[src/rtl/char_lcd_pkg.sv]
// Shared constants, bus payload type and transaction decoder for the HD44780 character LCD controller.
// Optional build macro: CHAR_LCD_CURSOR_EN selects the cursor-on/blink display command.
package char_lcd_pkg;

    localparam int unsigned CNT_W  = 9;
    localparam int unsigned T_W    = 7;
    localparam int unsigned DB_W   = 8;
    localparam int unsigned DATA_W = 256;

    localparam logic [DB_W-1:0] CMD_FUNC_SET = 8'h38;
    localparam logic [DB_W-1:0] CMD_DISP_ON  = 8'h0C;
    localparam logic [DB_W-1:0] CMD_DISP_CUR = 8'h0F;
    localparam logic [DB_W-1:0] CMD_ENTRY    = 8'h06;
    localparam logic [DB_W-1:0] CMD_LINE1    = 8'h80;
    localparam logic [DB_W-1:0] CMD_LINE2    = 8'hC0;

`ifdef CHAR_LCD_CURSOR_EN
    localparam logic [DB_W-1:0] CMD_T2 = CMD_DISP_CUR;
`else
    localparam logic [DB_W-1:0] CMD_T2 = CMD_DISP_ON;
`endif

    localparam logic [T_W-1:0] T_LINE1 = 7'd4;
    localparam logic [T_W-1:0] T_LINE2 = 7'd21;
    localparam logic [T_W-1:0] T_IDLE  = 7'd38;

    typedef enum logic [1:0] {
        PH_SETUP = 2'd0,
        PH_E_HI0 = 2'd1,
        PH_E_HI1 = 2'd2,
        PH_HOLD  = 2'd3
    } phase_t;

    typedef struct packed {
        logic            rs;
        logic [DB_W-1:0] db;
    } lcd_bus_t;

    // Maps a transaction index to the register-select / data-bus pair it drives.
    function automatic lcd_bus_t decode_txn(input logic [T_W-1:0] t, input logic [DATA_W-1:0] d);
        lcd_bus_t   bus;
        logic [4:0] idx;
        bus = '{rs: 1'b0, db: 8'h00};
        idx = 5'd0;
        if (t < 7'd2) begin
            bus.db = CMD_FUNC_SET;
        end else if (t == 7'd2) begin
            bus.db = CMD_T2;
        end else if (t == 7'd3) begin
            bus.db = CMD_ENTRY;
        end else if (t == T_LINE1) begin
            bus.db = CMD_LINE1;
        end else if (t < T_LINE2) begin
            idx    = 5'(t - 7'd5);
            bus.rs = 1'b1;
            bus.db = d[{idx, 3'b000} +: 8];
        end else if (t == T_LINE2) begin
            bus.db = CMD_LINE2;
        end else if (t < T_IDLE) begin
            idx    = 5'(t - 7'd6);
            bus.rs = 1'b1;
            bus.db = d[{idx, 3'b000} +: 8];
        end
        return bus;
    endfunction

endpackage

[src/rtl/char_lcd_tick_div.sv]
// Prescaler: one-clock tick every DIV clocks, counting 0..DIV-1.
module char_lcd_tick_div #(
    parameter int unsigned DIV = 50
) (
    input  logic clk,
    input  logic reset,
    output logic tick
);

    localparam int unsigned CW = (DIV > 2) ? $clog2(DIV) : 1;

    logic [CW-1:0] r_cnt;

    assign tick = (r_cnt == CW'(DIV - 1));

    always_ff @(posedge clk) begin
        if (reset) begin
            r_cnt <= '0;
        end else if (tick) begin
            r_cnt <= '0;
        end else begin
            r_cnt <= r_cnt + CW'(1);
        end
    end

endmodule

[src/rtl/char_lcd_ctrl.sv]
// HD44780 16x2 write-only controller: step counter plus decoder driving registered LCD pins.
// Optional build macro: CHAR_LCD_CURSOR_EN (see char_lcd_pkg).
module char_lcd_ctrl
    import char_lcd_pkg::*;
#(
    parameter int unsigned DIV = 50
) (
    input  logic              clk,
    input  logic              reset,
    input  logic [DATA_W-1:0] char_data,
    output logic              lcd_e,
    output logic              lcd_rs,
    output logic              lcd_rw,
    output logic [DB_W-1:0]   lcd_db
);

    logic             w_tick;
    logic [CNT_W-1:0] r_lcd_cnt;
    logic [CNT_W-1:0] w_cnt_next;
    logic [T_W-1:0]   w_t_next;
    phase_t           w_p_next;
    lcd_bus_t         w_bus_next;
    logic             w_load;
    logic             w_e_next;

    char_lcd_tick_div #(.DIV(DIV)) u_tick_div (
        .clk   (clk),
        .reset (reset),
        .tick  (w_tick)
    );

    assign w_cnt_next = r_lcd_cnt + 9'd1;
    assign w_t_next   = w_cnt_next[8:2];
    assign w_p_next   = phase_t'(w_cnt_next[1:0]);
    assign w_bus_next = decode_txn(w_t_next, char_data);
    assign w_e_next   = ((w_p_next == PH_E_HI0) || (w_p_next == PH_E_HI1)) && (w_t_next < T_IDLE);

    // Bus loads at the start of each transaction; step 1 also loads so the
    // first transaction after reset carries its command (T0 is a constant).
    assign w_load = (w_p_next == PH_SETUP) || (w_cnt_next == 9'd1);

    always_ff @(posedge clk) begin
        if (reset) begin
            r_lcd_cnt <= '0;
            lcd_e     <= 1'b0;
            lcd_rs    <= 1'b0;
            lcd_rw    <= 1'b0;
            lcd_db    <= '0;
        end else begin
            lcd_rw <= 1'b0;
            if (w_tick) begin
                r_lcd_cnt <= w_cnt_next;
                lcd_e     <= w_e_next;
                if (w_load) begin
                    lcd_rs <= w_bus_next.rs;
                    lcd_db <= w_bus_next.db;
                end
            end
        end
    end

endmodule

[config.mk]
export PLATFORM = sky130hd
export DESIGN_NAME = char_lcd_ctrl
export DESIGN_NICKNAME = d
export VERILOG_FILES = /design/src/rtl/char_lcd_pkg.sv /design/src/rtl/char_lcd_tick_div.sv /design/src/rtl/char_lcd_ctrl.sv
export SDC_FILE = /design/constraint.sdc
export NUM_CORES = 1
export LEC_CHECK = 0
export CORE_ASPECT_RATIO = 0.5
export CORE_MARGIN = 4
export CORE_UTILIZATION = 40
export CTS_CLUSTER_SIZE = 12
export DETAILED_ROUTE_END_ITERATION = 12
export HOLD_SLACK_MARGIN = 0.03
export PLACE_DENSITY = 0.83
export SLEW_MARGIN = 20
export SYNTH_ARGS = -nofsm -noshare
export SYNTH_HDL_FRONTEND = slang
export SYNTH_HIERARCHICAL = 1
export SYNTH_SLANG_ARGS = --single-unit
[constraint.sdc]
create_clock -name clk -period 4.2 [get_ports clk]
set_clock_uncertainty 0.1 [all_clocks]
set_input_delay 0.42 -clock clk [delete_from_list [all_inputs] [get_ports clk]]
set_output_delay 0.42 -clock clk [all_outputs]
set_load 0.02 [all_outputs]
* After elaboration in Yosys (flattened, before gate mapping)
Cells that the tools add are included.
** Storage, ports and cells
- Input port bits :: 258
- Output and inout port bits :: 11
- Flip-flop bits (word level) :: 25
- Logic and storage cells :: 40
** Cells by class
- Reductions and logical operators :: 6
- Shift-type cells :: 2
- Add/subtract/negate cells :: 4
- Eq/ne operators :: 8
- Muxes and demuxes :: 12
- Order comparisons :: 3
** Operators with widths (number)
- $shiftx A256 B9 Y8 :: 2
- $mux W8 :: 5
- $mux W9 :: 2
- $eq A7 B2 Y1 const B :: 2
- $sub A5 B3 Y5 const B :: 2
- $add A9 B1 Y9 const B :: 1
- $eq A9 B1 Y1 const B :: 1
- $eq A7 B3 Y1 const B :: 1
- $eq A7 B5 Y1 const B :: 1
- $lt A7 B2 Y1 const B :: 1
- $lt A7 B5 Y1 const B :: 1
- $lt A7 B6 Y1 const B :: 1
- $add A6 B1 Y6 const B :: 1
- $eq A6 B6 Y1 const B :: 1
- $mux W1 :: 5
- $eq A2 B1 Y1 const B :: 1
- $eq A2 B2 Y1 const B :: 1
- $logic_not A2 Y1 :: 1
- $logic_or A1 B1 Y1 :: 2
- $reduce_and A2 Y1 :: 1
- $reduce_or A2 Y1 :: 1
- $logic_and A1 B1 Y1 :: 1

* Longest topological paths before layout
- Depth in word-level cells :: 10
- Depth in mapped cells :: 20
- Gate-level depth less buffers :: 13

* Cells and area by module
The synthesis kept the hierarchy.
** By module, submodules not included
- char_lcd_ctrl :: seq. area each 380.4 µm², cells an instance 594, instances 1, area an instance 6069.6 µm²
- char_lcd_tick_div :: seq. area each 120.1 µm², cells an instance 27, instances 1, area an instance 255.2 µm²

* Worst setup path after synthesis
OpenSTA, ideal clock, no wires.
- Path type :: register to register
- From :: reg r_lcd_cnt[1]
- To :: reg lcd_db[0]
- Stages on the path, launching flop included :: 19
- Required time :: 3.983 ns
- Library setup time :: 0.117 ns
- Slack :: 0.108 ns
- Clock period less this slack :: 4.092 ns
- Buffers on the path :: 9
- Data arrival time :: 3.875 ns
- Cells stage by stage :: dfxtp_1 buf_2 and3_4 buf_6 xnor2_4 buf_6 buf_12 inv_1 buf_2 buf_2 ha_1 clkbuf_1 clkbuf_1 clkbuf_1 mux4_2 mux2_2 o211ai_1 nand3_1 a32o_1
** On the way
- Word-level cells in the longest chain between the ends :: 10
- Elaborated cells between the ends (all ways) :: 23
- Those cells by class :: add/sub (3); order compare (3); eq/ne (5); shift (2); mux (7); reduce/logical (3)
** RTL lines
- start: declaration :: line char_lcd_ctrl.sv:18 : logic [CNT_W-1:0] r_lcd_cnt;
- start signal: assignment :: line char_lcd_ctrl.sv:52 : r_lcd_cnt <= w_cnt_next;
- $add A9 B1 Y9 * :: line char_lcd_ctrl.sv:32 : assign w_cnt_next = r_lcd_cnt + 9'd1;
- via w_cnt_next[3] :: line char_lcd_ctrl.sv:19 : logic [CNT_W-1:0] w_cnt_next;
- $sub A5 B3 Y5 :: line char_lcd_pkg.sv:60 : idx = 5'(t - 7'd6);
- $shiftx A256 B9 Y8 :: line char_lcd_pkg.sv:62 : bus.db = d[{idx, 3'b000} +: 8];
- $mux W9 :: line char_lcd_pkg.sv:59 : end else if (t < T_IDLE) begin
- $mux W8 :: line char_lcd_pkg.sv:57 : end else if (t == T_LINE2) begin
- $mux W9 :: line char_lcd_pkg.sv:53 : end else if (t < T_LINE2) begin
- $mux W8 :: line char_lcd_pkg.sv:51 : end else if (t == T_LINE1) begin
- $mux W8 :: line char_lcd_pkg.sv:49 : end else if (t == 7'd3) begin
- $mux W8 :: line char_lcd_pkg.sv:47 : end else if (t == 7'd2) begin
- $mux W8 :: line char_lcd_pkg.sv:45 : if (t < 7'd2) begin
- end signal: assignment :: line char_lcd_ctrl.sv:56 : lcd_db <= w_bus_next.db;
- end: declaration :: line char_lcd_ctrl.sv:14 : output logic [DB_W-1:0] lcd_db
The timed path passes the listed nets; every way through them passes the cells marked *.
A chain may end at the register's enable or synchronous reset.

* Worst setup path after layout
- From :: reg r_lcd_cnt[2]
- To :: reg lcd_db[5]
** On the way
- Word-level cells in the longest chain between the ends :: 10
- Elaborated cells between the ends (all ways) :: 22
- Those cells by class :: add/sub (3); order compare (3); eq/ne (5); shift (2); mux (7); reduce/logical (2)
** RTL lines (line)
- $add A9 B1 Y9 * :: char_lcd_ctrl.sv:32
- $sub A5 B3 Y5 :: char_lcd_pkg.sv:60
- $shiftx A256 B9 Y8 :: char_lcd_pkg.sv:62
- $mux W9 :: char_lcd_pkg.sv:59
- $mux W8 :: char_lcd_pkg.sv:57
- $mux W9 :: char_lcd_pkg.sv:53
- $mux W8 :: char_lcd_pkg.sv:51
- $mux W8 :: char_lcd_pkg.sv:49
- $mux W8 :: char_lcd_pkg.sv:47
- $mux W8 :: char_lcd_pkg.sv:45
Every way passes the cells marked *; elsewhere a longest branch is shown, timed or not.

==> impl_metrics.csv <==
group,metric,value,unit
logic_synthesis,synth_compound_area_frac,0.129,
power,p_leak,3.32,nW
worst_setup_path,end_kind,"flop",
worst_setup_path,slowest_stage,"mux4_2",
logic_synthesis,synth_top_family_by_area,"multiplexers",
logic_synthesis,yosys-top-cells-count,"100 x mux4_2, 87 x nand2_1, 40 x mux2i_1",
global_route,grt_pass1_wl,39.5,mm
cts,cts_hold_buffers,0,
final_layout,regArea,500,um^2
global_route,antenna_found_initial,0,
logic_synthesis,yosys_warnings,6,
detailed_routing,drc,0,
detailed_routing,routed_wl,25.5,mm
detailed_routing,routed_via_density,6.51,
power,finalPower,0.000925,W
logic_synthesis,syn_area_per_cell,10.2,um^2
final_layout,fin_nets,1133,
cts,cts-root-buf,"clkbuf_16",
cts,insertion_delay,280,ps
sta,slew_headroom,0.350,
floorplan,die_x,186,um
final_layout,fillers,1323,
worst_setup_path,cpPeakStageDelay,570,ps
sta,slew_viol_final,0,
floorplan,io_pins,269,
final_layout,area_growth,45.9,%
detailed_routing,wl_per_cell,23.9,um
worst_setup_path,path_buf_inv,2,
logic_synthesis,ys_seq_area_frac,0.0791,
worst_setup_path,path_class,"flop to flop",
sta,setup_violations,0,
floorplan,die_h,96.9,um
cts,clk_pin_slew,80,ps
logic_synthesis,syn-num-nets,891,
cts,cts_setup_buffers,0,
logic_synthesis,synthArstFlopShare,0,
logic_synthesis,synthSimpleGateAreaFrac,0.159,
worst_setup_path,crit_family,"XOR/XNOR gates",
logic_synthesis,synth_cell_types,81,
sta,rsz0062_at_grt,"no",
worst_setup_path,critPathArrivalTime,3950,ps
logic_synthesis,synth_edf_count,0,
final_layout,multiInputGateArea,5440,um^2
worst_setup_path,path_cells,"and3_4, xnor2_4, inv_1, ha_1, xnor3_1, buf_4, mux4_2, a2111oi_0, nor4b_1",
outcome,status,"finished clean",
logic_synthesis,synth_cells,621,
floorplan,rows,32,
sta,tns,0,ps
logic_synthesis,synthXorXnorAreaFrac,0.0522,
power,power_density,100,nW/um^2
flow_run,drv_cap,0,
placed_design,portBuffers,267,
logic_synthesis,synth_area_leaders,"mux4_2 36%, dfxtp_1 7.9%, mux2i_1 6.3%, nand2_1 5.2%, mux4_1 4.2%",
floorplan,initial_core_util,0.409,
global_route,overflow,0,
detailed_routing,drtIter0Drc,768,
cts,cts_resized,0,
global_route,grt_max_degree,80,
logic_synthesis,synthAdderAreaFrac,0.0237,
placed_design,place.gp.congestion,1.05,
logic_synthesis,synth_flop_cell,"dfxtp_1",
logic_synthesis,synthMuxAreaShare,0.494,
logic_synthesis,synth_most_common_cell,"mux4_2",
floorplan,core_area,15500,um^2
detailed_routing,antenna_left,0,
cts,cts_tree,"built",
cts,cts.sink_count,25,
worst_hold_path,worstHoldPathType,"flop to flop",
logic_synthesis,ys_ff_latch,25,
floorplan,dieArea,18000,um^2
sta,period_minus_slack,3900,ps
sta,worstMarginPinSlew,970,ps
sta,fin_crit_sh,0.929,
worst_setup_path,critPathLaunchType,"flop",
global_route,grt_usage,0.275,
final_layout,utilization,0.597,
logic_synthesis,synth_top_area_share,0.356,
power,vdd_ir_drop_max,120,uV
cts,htree_levels,1,
worst_setup_path,cp_max_fo,20,
detailed_routing,drt_pre_antenna_iters,5,
final_layout,num_antenna_cells,0,
detailed_routing,route.vias.total,6944,
sta,hold_viol_final,0,
cts,cts-buffers-inserted,3,
worst_setup_path,required,4250,ps
cts,cts_buffer_depth,2,
final_layout,drive_above_1_share,0.204,
logic_synthesis,yosys.area.top_type,"mux4_2",
global_route,grt_pass1_vias,6978,
logic_synthesis,syn-cell-area,6320,um^2
placed_design,dp_hpwl,20.7,mm
sta,fmax,256,MHz
## registers in the layout, summed over array words and instances, names as in the netlist
register          count
r_lcd_cnt             9
lcd_db                8
lcd_e                 1
lcd_rs                1
u_tick_div/r_cnt      6
## metrics by stage
stage	hold slack [ps]	setup WS [ps]	cell area [um^2]	instances
3_5_place_dp	389	378	9150	1062
5_1_grt	431	132	9230	1066
2_1_floorplan	345	108	6320	621
4_1_cts	406	356	9230	1066
6_report	406	300	9230	1066
3_3_place_gp	354	519	9150	1062
## final cells by class
type                    count  area share
multi-input cells         529       0.589
clock buffers               3     0.00813
repair buffers            295       0.316
clock inverters             1    0.000813
inverters                   9     0.00366
well taps                 204      0.0277
flip-flops and latches     25      0.0542
## where the power goes
group          internal (W)  switching, W  leakage (nW)
Sequential         0.000239    0.00000298         0.202
Clock              0.000130      0.000103        0.0371
Combinational      0.000322      0.000128          3.08
## path summary, 6_finish.rpt
kind,startpoint,endpoint,slack (ps),depth (start not counted)
setup / recovery,r_lcd_cnt[2],lcd_db[5],300,9
hold / removal,u_tick_div/r_cnt[0],u_tick_div/r_cnt[0],410,1
setup reg to reg,r_lcd_cnt[2],lcd_db[5],300,9
hold reg to reg,u_tick_div/r_cnt[0],u_tick_div/r_cnt[0],410,1
## per-layer routing
metal | track usage | share of wire | vias up
met4 | 0.0672 | 0.028 | 0
li1 | - | - | 2996
met2 | 0.455 | 0.49 | 459
met1 | 0.370 | 0.38 | 3422
met5 | 0 | 0 | -
met3 | 0.0590 | 0.11 | 67
## kinds of logic after synthesis
kind of cell               Yosys count
DFF                                 25
buffers and inverters               67
muxes                              168
adders and majority gates           12
other                                1
and+or+nand+nor                    209
AOI/OAI and AO/OA                  112
xor gates and xnor gates            27
## placed cells by master (no fill, tap or decap), types with 3 or more instances in the layout
cell / instances
a211oi_1: 8
buf_12: 3
nor2_1: 37
nand2_1: 87
nor3_1: 8
mux4_1: 10
dfxtp_1: 25
a32oi_1: 9
o211ai_1: 5
mux4_2: 100
nand2b_1: 7
mux2i_1: 40
or3_1: 4
buf_4: 25
o21ai_0: 15
o2111ai_1: 3
a21oi_1: 27
o22ai_1: 4
nand4_1: 9
nor2_2: 3
a21boi_0: 3
o21ai_1: 4
a2111oi_0: 4
clkdlybuf4s50_1: 267
and3_1: 8
xnor2_2: 3
inv_1: 6
ha_1: 11
xnor2_1: 10
nand3_1: 22
inv_2: 3
mux2_2: 17
clkbuf_16: 3
nor2b_1: 6
xor2_1: 9
Power figures use the tool's default switching activity.
